### src/rtl/conv_pkg.sv
// Shared types, derived widths and arithmetic helpers for the streaming KxK convolution engine.
package conv_pkg;

    typedef enum logic {LOAD = 1'b0, RUN = 1'b1} state_t;

    function automatic int clog2(input int value);
        int r;
        r = 0;
        for (int v = value - 1; v > 0; v = v >> 1) r++;
        return r;
    endfunction

    localparam int DEF_IMAGE_COLS = 32;
    localparam int DEF_IMAGE_ROWS = 32;
    localparam int DEF_K          = 5;
    localparam int DEF_IN_WIDTH   = 6;
    localparam int DEF_W_WIDTH    = 6;
    localparam int DEF_OUT_WIDTH  = 18;
    localparam int NUM_TAPS       = DEF_K * DEF_K;
    localparam int ACC_WIDTH      = DEF_IN_WIDTH + DEF_W_WIDTH + clog2(NUM_TAPS);
    localparam int OUT_PER_FRAME  = (DEF_IMAGE_ROWS - DEF_K + 1) * (DEF_IMAGE_COLS - DEF_K + 1);

    // Clamp a sign-extended accumulator into the signed range of an out_width-bit result.
    function automatic logic signed [63:0] saturate(input logic signed [63:0] acc, input int out_width);
        logic signed [63:0] hi;
        logic signed [63:0] lo;
        hi = (64'sd1 <<< (out_width - 1)) - 64'sd1;
        lo = -hi - 64'sd1;
        if (acc > hi) return hi;
        if (acc < lo) return lo;
        return acc;
    endfunction

endpackage

### src/rtl/conv_line_buffer.sv
// K-1 chained row delay lines; presents the K-pixel column (oldest row first) for the window.
module conv_line_buffer #(
    parameter int IMAGE_COLS = 32,
    parameter int K          = 5,
    parameter int IN_WIDTH   = 6
) (
    input  logic                  clk,
    input  logic                  shift,
    input  logic [IN_WIDTH-1:0]   pix,
    output logic [K*IN_WIDTH-1:0] column
);

    logic [IN_WIDTH-1:0] rows [K-1][IMAGE_COLS];

    always_ff @(posedge clk) begin
        if (shift) begin
            rows[0][0] <= pix;
            for (int r = 1; r < K - 1; r++) rows[r][0] <= rows[r-1][IMAGE_COLS-1];
            for (int r = 0; r < K - 1; r++)
                for (int c = 1; c < IMAGE_COLS; c++) rows[r][c] <= rows[r][c-1];
        end
    end

    // Slot K-1 is the live pixel; slot K-2-r is the tail of delay line r (r+1 rows back).
    always_comb begin
        column = '0;
        column[(K-1)*IN_WIDTH +: IN_WIDTH] = pix;
        for (int r = 0; r < K - 1; r++) column[(K-2-r)*IN_WIDTH +: IN_WIDTH] = rows[r][IMAGE_COLS-1];
    end

endmodule

### src/rtl/conv_kxk_stream.sv
// Streaming KxK convolution: loadable signed kernel, line-buffered window, 3-stage MAC with saturation.
//   state | meaning
//   LOAD  | collecting K*K kernel weights, pixel input closed
//   RUN   | accepting raster pixels and producing window results
module conv_kxk_stream
    import conv_pkg::*;
#(
    parameter int IMAGE_COLS = DEF_IMAGE_COLS,
    parameter int IMAGE_ROWS = DEF_IMAGE_ROWS,
    parameter int K          = DEF_K,
    parameter int IN_WIDTH   = DEF_IN_WIDTH,
    parameter int W_WIDTH    = DEF_W_WIDTH,
    parameter int OUT_WIDTH  = DEF_OUT_WIDTH
) (
    input  logic                 clk,
    input  logic                 rst,
    input  logic                 w_valid,
    input  logic [W_WIDTH-1:0]   w_data,
    input  logic                 reload_req,
    input  logic                 in_valid,
    input  logic [IN_WIDTH-1:0]  in_data,
    output logic                 in_ready,
    output logic                 out_valid,
    output logic [OUT_WIDTH-1:0] out_data,
    output logic                 out_last,
    output logic                 busy_load
);

    localparam int TAPS   = K * K;
    localparam int PROD_W = IN_WIDTH + W_WIDTH;
    localparam int ACC_W  = PROD_W + clog2(TAPS);
    localparam int IDX_W  = clog2(TAPS);
    localparam int COL_W  = clog2(IMAGE_COLS);
    localparam int ROW_W  = clog2(IMAGE_ROWS);

    state_t                    state, state_nx;
    logic [IDX_W-1:0]          w_idx;
    logic [COL_W-1:0]          col;
    logic [ROW_W-1:0]          row;
    logic                      pending;
    logic signed [W_WIDTH-1:0] weight [TAPS];
    logic signed [IN_WIDTH-1:0] window [K][K];
    logic signed [PROD_W-1:0]  prod [TAPS];
    logic signed [ACC_W-1:0]   acc;
    logic [K*IN_WIDTH-1:0]     column;
    logic                      accept, frame_end, at_origin, covered, last_tap;
    logic                      v1, l1, v2, l2;

    assign accept    = (state == RUN) && in_valid;
    assign frame_end = (row == ROW_W'(IMAGE_ROWS - 1)) && (col == COL_W'(IMAGE_COLS - 1));
    assign at_origin = (row == '0) && (col == '0);
    assign covered   = (row >= ROW_W'(K - 1)) && (col >= COL_W'(K - 1));
    assign last_tap  = (w_idx == IDX_W'(TAPS - 1));

    conv_line_buffer #(
        .IMAGE_COLS (IMAGE_COLS),
        .K          (K),
        .IN_WIDTH   (IN_WIDTH)
    ) u_line_buffer (
        .clk    (clk),
        .shift  (accept),
        .pix    (in_data),
        .column (column)
    );

    always_comb begin
        state_nx  = state;
        in_ready  = 1'b0;
        busy_load = 1'b0;
        case (state)
            LOAD: begin
                busy_load = 1'b1;
                if (w_valid && last_tap) state_nx = RUN;
            end
            RUN: begin
                in_ready = 1'b1;
                // A pixel accepted at the origin opens a new frame, so that reload must wait for its end.
                if (reload_req && at_origin && !in_valid) state_nx = LOAD;
                else if (accept && frame_end && (pending || reload_req)) state_nx = LOAD;
            end
            default: state_nx = LOAD;
        endcase
    end

    always_ff @(posedge clk or negedge rst) begin
        if (!rst) begin
            state   <= LOAD;
            w_idx   <= '0;
            row     <= '0;
            col     <= '0;
            pending <= 1'b0;
        end else begin
            state <= state_nx;
            if (state == LOAD) begin
                pending <= 1'b0;
                if (w_valid) w_idx <= last_tap ? '0 : w_idx + 1'b1;
            end else begin
                if (reload_req) pending <= 1'b1;
                if (accept) begin
                    if (col == COL_W'(IMAGE_COLS - 1)) begin
                        col <= '0;
                        row <= (row == ROW_W'(IMAGE_ROWS - 1)) ? '0 : row + 1'b1;
                    end else begin
                        col <= col + 1'b1;
                    end
                end
            end
        end
    end

    always_ff @(posedge clk) begin
        if ((state == LOAD) && w_valid) weight[w_idx] <= w_data;
        if (accept) begin
            for (int i = 0; i < K; i++) begin
                for (int j = 0; j < K - 1; j++) window[i][j] <= window[i][j+1];
                window[i][K-1] <= column[i*IN_WIDTH +: IN_WIDTH];
            end
        end
        for (int t = 0; t < TAPS; t++)
            prod[t] <= PROD_W'(window[t / K][t % K]) * PROD_W'(weight[t]);
    end

    always_comb begin
        acc = '0;
        for (int t = 0; t < TAPS; t++) acc = acc + ACC_W'(prod[t]);
    end

    always_ff @(posedge clk or negedge rst) begin
        if (!rst) begin
            v1        <= 1'b0;
            l1        <= 1'b0;
            v2        <= 1'b0;
            l2        <= 1'b0;
            out_valid <= 1'b0;
            out_last  <= 1'b0;
            out_data  <= '0;
        end else begin
            v1        <= accept && covered;
            l1        <= accept && frame_end;
            v2        <= v1;
            l2        <= l1;
            out_valid <= v2;
            out_last  <= l2;
            if (v2) out_data <= OUT_WIDTH'(saturate(64'(acc), OUT_WIDTH));
        end
    end

endmodule

### config.mk
export PLATFORM = sky130hd
export DESIGN_NAME = conv_kxk_stream
export DESIGN_NICKNAME = d
export VERILOG_FILES = /design/src/rtl/conv_pkg.sv /design/src/rtl/conv_line_buffer.sv /design/src/rtl/conv_kxk_stream.sv
export SDC_FILE = /design/constraint.sdc
export NUM_CORES = 2
export LEC_CHECK = 0
export CORE_UTILIZATION = 60
export DETAILED_ROUTE_END_ITERATION = 8
export HOLD_SLACK_MARGIN = 0.05
export PLACE_DENSITY = 0.76
export SLEW_MARGIN = 20
export SYNTH_ARGS = -nofsm -noshare
export SYNTH_HDL_FRONTEND = slang
export SYNTH_HIERARCHICAL = 1
export SYNTH_SLANG_ARGS = --single-unit
### constraint.sdc
create_clock -name clk -period 16.5 [get_ports clk]
set_input_delay 4.125 -clock clk [delete_from_list [all_inputs] [get_ports clk]]
set_output_delay 4.125 -clock clk [all_outputs]
set_load 0.02 [all_outputs]
# Yosys cells after proc, flatten, opt, wreduce, memory -nomap -nowiden
# Memory sizes are Yosys's and may differ from the RTL's.
# Cells that the tools add are included.
[op_classes]
shifts = 0
bitwise_logic = 1
n_div = 0
n_mul = 25
n_reduce_logical = 18
order_cmp = 4
n_mux = 24
add_sub_neg = 27
eq_ne = 4
[op_table]
columns = ["cell", "count"]
rows = [
  ["17-bit by 12-bit adder with 17-bit output", 19],
  ["6-bit by 6-bit multiplier with 12-bit output", 25],
  ["18-bit 2-to-1 mux", 4],
  ["17-bit by 18-bit > comparator with 1-bit output, second input constant", 1],
  ["17-bit by 18-bit less-than comparator with 1-bit output, second input constant", 1],
  ["16-bit by 12-bit adder with 17-bit output", 1],
  ["15-bit by 12-bit adder with 16-bit output", 1],
  ["1-bit 2-to-1 mux", 16],
  ["14-bit by 12-bit adder with 15-bit output", 1],
  ["5-bit by 1-bit adder with 5-bit output, second input constant", 3],
  ["5-bit equality test, second input constant", 3],
  ["5-bit 2-to-1 mux", 3],
  ["13-bit by 12-bit adder with 14-bit output", 1],
  ["12-bit by 12-bit adder with 13-bit output", 1],
  ["1-bit logical AND", 11],
  ["5-bit by 3-bit greater-or-equal comparator with 1-bit output, second input constant", 2],
  ["5-bit logical NOT", 2],
  ["2-bit AND reduction", 2],
  ["3-bit AND reduction", 1],
  ["2-bit inequality test, second input constant", 1],
  ["1-bit case mux with 2 select lines", 1],
  ["1-bit logical NOT", 1],
  ["1-bit logical OR", 1],
  ["1-bit NOT", 1],
]
[word_totals]
mem_count = 4
latchBits = 0
ramBits = 1368
reg_bits = 41
rom_bits = 0
elab_cells = 119
[mem_list]
columns = ["name", "words", "word_bits", "read_ports", "rd_ports_with_merged_regs", "write_ports", "line_no", "text"]
rows = [
  ["u_line_buffer.rows", 4, 192, 4, 0, 4, "conv_line_buffer.sv:13", "logic [IN_WIDTH-1:0] rows [K-1][IMAGE_COLS];"],
  ["prod", 25, 12, 25, 0, 25, "conv_kxk_stream.sv:43", "logic signed [PROD_W-1:0] prod [TAPS];"],
  ["weight", 25, 6, 25, 0, 1, "conv_kxk_stream.sv:41", "logic signed [W_WIDTH-1:0] weight [TAPS];"],
  ["window", 5, 30, 5, 0, 5, "conv_kxk_stream.sv:42", "logic signed [IN_WIDTH-1:0] window [K][K];"],
]

# Depth between registers and ports, before layout
# An unclocked memory read counts as a cell.
[depth]
word_depth = 32
mapped_depth = 19
depth_no_buf = 19

# By module
# The synthesis kept the hierarchy.
[modules_own_cells]
columns = ["mod", "seq_area_each_um2", "n_inst", "area_each_um2", "cells_each"]
rows = [
  ["conv_kxk_stream", 16040.4, 1, 56349.0, 4970],
  ["conv_line_buffer", 23062.1, 1, 23287.3, 798],
]

# Worst setup path after synthesis
# OpenSTA, ideal clock, no wires.
[synth_timing]
kind = "input to register"
startpoint = "input in_valid"
endpoint = "register row[0]"
path_stages = 4
path_slack_ns = -0.487
required_ns = 16.359
t_arrival_ns = 16.845
setup_ns = 0.141
path_cell_list = "nand2_1 inv_2 nand2_1 mux2_2"
[synth_via]
elab_chain_cells = 2
[synth_lines]
columns = ["item", "line_no", "text"]
rows = [
  ["from (decl)", "conv_kxk_stream.sv:20", "input logic in_valid,"],
  ["1-bit logical AND", "conv_kxk_stream.sv:49", "assign accept = (state == RUN) && in_valid;"],
  ["net accept", "conv_kxk_stream.sv:46", "logic accept, frame_end, at_origin, covered, last_tap;"],
  ["3-bit AND reduction (no source line)", "--", ""],
  ["to (signal assigned)", "conv_kxk_stream.sv:102", "row <= (row == ROW_W'(IMAGE_ROWS - 1)) ? '0 : row + 1'b1;"],
  ["to (decl)", "conv_kxk_stream.sv:39", "logic [ROW_W-1:0] row;"],
]
# The timed path passes the listed nets, and every way through them passes these cells.
# A chain may end at the register's enable or synchronous reset.

==> summary.md <==
| Metric | Value |
|---|---|
| Synth Flop Type | `edfxtp_1` |
| Starting Density | `60.50%` |
| Die area | `134200 um^2` |
| CP Launch Type | `input pin` |
| Maximum fanout along the worst path | `approximately 160` |
| Final Wtd Congestion | `0.9097` |
| Worst-path clk slew | `around 60 ps` |
| Num CTS Buffers | `141` |
| ANT nets after route | `0` |
| EDFF count, synth | `approximately 1.1k` |
| Sequential cell area fraction in the yosys report | `49.10%` |
| CTS H-tree depth | `4` |
| Drt total wl | `roughly 150000 um` |
| Syn. warnings | `6` |
| Overall fraction of global-route tracks in use | `23.89%` |
| Synthesized area | `between 70000 and 80000 um^2` |
| Critical path required time | `16920 ps` |
| Syn_area_per_cell | `13.81 um^2` |
| Synth Instances | `5768` |
| Final Skew | `48.72 ps` |
| Clock Latency Late Sink | `slightly above 800 ps` |
| Initial antenna violation count | `6` |
| Reg-to-Reg End | `out_data[17]$_DFFE_PN0P_` |
| FFs w/ async S/R, synth | `2.910%` |
| Hold-fix buffers, CTS | `0` |
| Reg-to-Reg Start | `prod[0][47]$_DFF_P_` |
| Setup violations, final | `0` |
| IO Pins | `39` |
| Worst Setup End Kind | `flip-flop` |
| Worst slew pin tran | `1114 ps` |
| Vias in the first global route | `44.50k` |
| Die height | `366.3 um` |
| Syn_nets | `7288` |
| Clock root buffer | `clkbuf_16` |
| Critical path class | `in -> reg` |
| Tightest Hold Check Type | `reg -> reg` |
| Chip width | `366.3 um` |
| Area Overhead vs Synth | `9.003%` |
| R2R setup slack | `roughly 11000 ps` |
| Status | `finished clean` |
| Hold path depth | `0` |
| Longest Clk Path Bufs | `3` |
| Largest net degree at the start of global routing | `between 150 and 200` |
| # DRC | `0` |
| Synth cell types | `57` |
| Number of synthesized register bits | `about 1.4k` |
| Postcts setup bufs | `0` |
| GRT overflow | `0` |
| Slew margin rel. | `25.73%` |
| Core ar. | `roughly 130000 um^2` |
| Commonest cells after routing, fill and taps aside | `inv_1, edfxtp_1, fa_1` |
| Hold_sp | `l2$_DFF_PN0_` |
| Most common cell after layout, fill and taps aside | `inv_1` |
| WL per Instance | `19.34 um` |
| Worst Hold Endpoint | `out_last$_DFF_PN0_` |
| Final period util | `47.37%` |
| Tmin final | `7817 ps` |
| Pre-Repair DR Iteration Count | `5` |
| First-pass GRT wire length | `244400 um` |
| Max Fclk | `0.1279 GHz` |
| Layout cells sized above 1 | `under 10%` |
| RSZ-0062 raised after global routing | `no` |
| CTS tree | `done` |
| Port bufs | `38` |
| Iter 0 DRT Violations | `about 3.2k` |
| FP Rows | `133` |
| Max-Cap Viols | `0` |
| CTS Sinks | `between 1k and 1.5k` |
| Vias/cell | `approximately 5.3` |
| Post-cts sizing count | `0` |
| Final net count | `7450` |
| R2R cell count | `19` |
| Endpoints failing hold | `0` |
| Vias | `41.24k` |
| Slew Limit Fails | `0` |
| HPWL Detailed | `111900 um` |
| Setup TNS Final | `0 ps` |
| Arrival time worst endpoint | `slightly above 8000 ps` |
==> per-layer routing <==
metal,wire length [um],vias up,track usage (%)
met5,0,-,0
met4,4963,0,8.416
met3,10850,238,4.823
met2,70590,1125,37.57
met1,64540,21050,33.43
li1,-,18820,-
==> layout make-up <==
cell class | count | area, um^2
fillers | 9231 | 44820
diodes | 1 | 2.502
inverters | 1071 | 4036
flip-flops and latches | 1409 | 39100
multi-input cells | 3252 | 36270
clock inverters | 89 | 974.7
clock buffers | 172 | 3747
repair buffers | 55 | 480.5
well taps | 1755 | 2196
==> worst max path at each step <==
stage,endpoint,start,slack [ps]
CTS,u_line_buffer/rows[2][9]$_DFFE_PP_,in_valid,8720
floorplan,state$_DFF_PN0_,in_valid,4380
finish,u_line_buffer/rows[3][132]$_DFFE_PP_,in_valid,8680
detailed placement,u_line_buffer/rows[3][11]$_DFFE_PP_,in_valid,7820
global placement,u_line_buffer/rows[3][2]$_DFFE_PP_,in_valid,7950
global route,u_line_buffer/rows[3][138]$_DFFE_PP_,in_valid,8400
==> cell families (layout without fill, tap and decap cells) <==
| kind of cell | Yosys count | in the layout | share of synthesized area, % |
|---|---|---|---|
| adder cells (fa/ha/maj) | 1503 | 1503 | 32.48 |
| multiplexers | 20 | 20 | 0.2844 |
| AND/OR/NAND/NOR | 1130 | 1130 | 6.976 |
| buffers and inverters | 1107 | 1387 | 5.359 |
| other | 0 | 1 | 0 |
| XOR/XNOR | 312 | 312 | 3.431 |
| AO/OA/AOI/OAI | 287 | 287 | 2.363 |
| flip-flops | 1409 | 1409 | 49.10 |
==> synthesized netlist by cell type (3+ instances only) <==
cell,count,share of area [%]
xnor2_1,254,2.8
o21a_1,4,0.038
a21oi_1,88,0.55
edfxtp_1,1068,40
nor2b_1,11,0.086
nand2b_1,111,0.87
dfrtp_1,41,1.3
xor2_1,58,0.64
o41ai_1,25,0.27
nand3b_1,3,0.028
o21ai_0,60,0.38
nand2_1,465,2.2
o221ai_1,3,0.033
ha_1,562,8.8
clkbuf_1,4,0.019
fa_1,941,24
mux2_2,17,0.24
and2_1,361,2.8
a21o_1,57,0.54
o21bai_1,26,0.25
nor3_1,31,0.19
nor2_1,128,0.60
inv_1,1070,5.0
buf_4,30,0.28
nand3_1,7,0.044
dfxtp_1,300,7.5
==> worst max-delay path: stages <==
cell and delay [ps]:
clkdlybuf4s50_1 470, nand2_1 300, inv_16 570, buf_4 880
buf_4 880, buf_4 760
==> through the flow <==
step,area (um^2),hold slack [ps],setup slack (ps),util (%),std cells
after floorplan,79640,331.2,4379,-,5768
after global placement,82080,333.4,7954,62.36,7542
after detailed placement,82080,339.5,7821,62.36,7542
after CTS,86800,359.7,8720,65.94,7803
after global routing,86800,370.6,8402,65.94,7803
final,86810,357.2,8683,65.95,7804
==> sequential cells by signal (all words and copies together), names as in the netlist <==
name	count
out_data	18
v1	1
v2	1
w_idx	5
out_last	1
out_valid	1
weight	150
row	5
col	5
pending	1
window	150
l1	1
l2	1
prod	300
u_line_buffer/rows	768
state	1
Power is not shown: default switching activity piles up to over one toggle a cycle in this logic, so the estimate is an artifact.
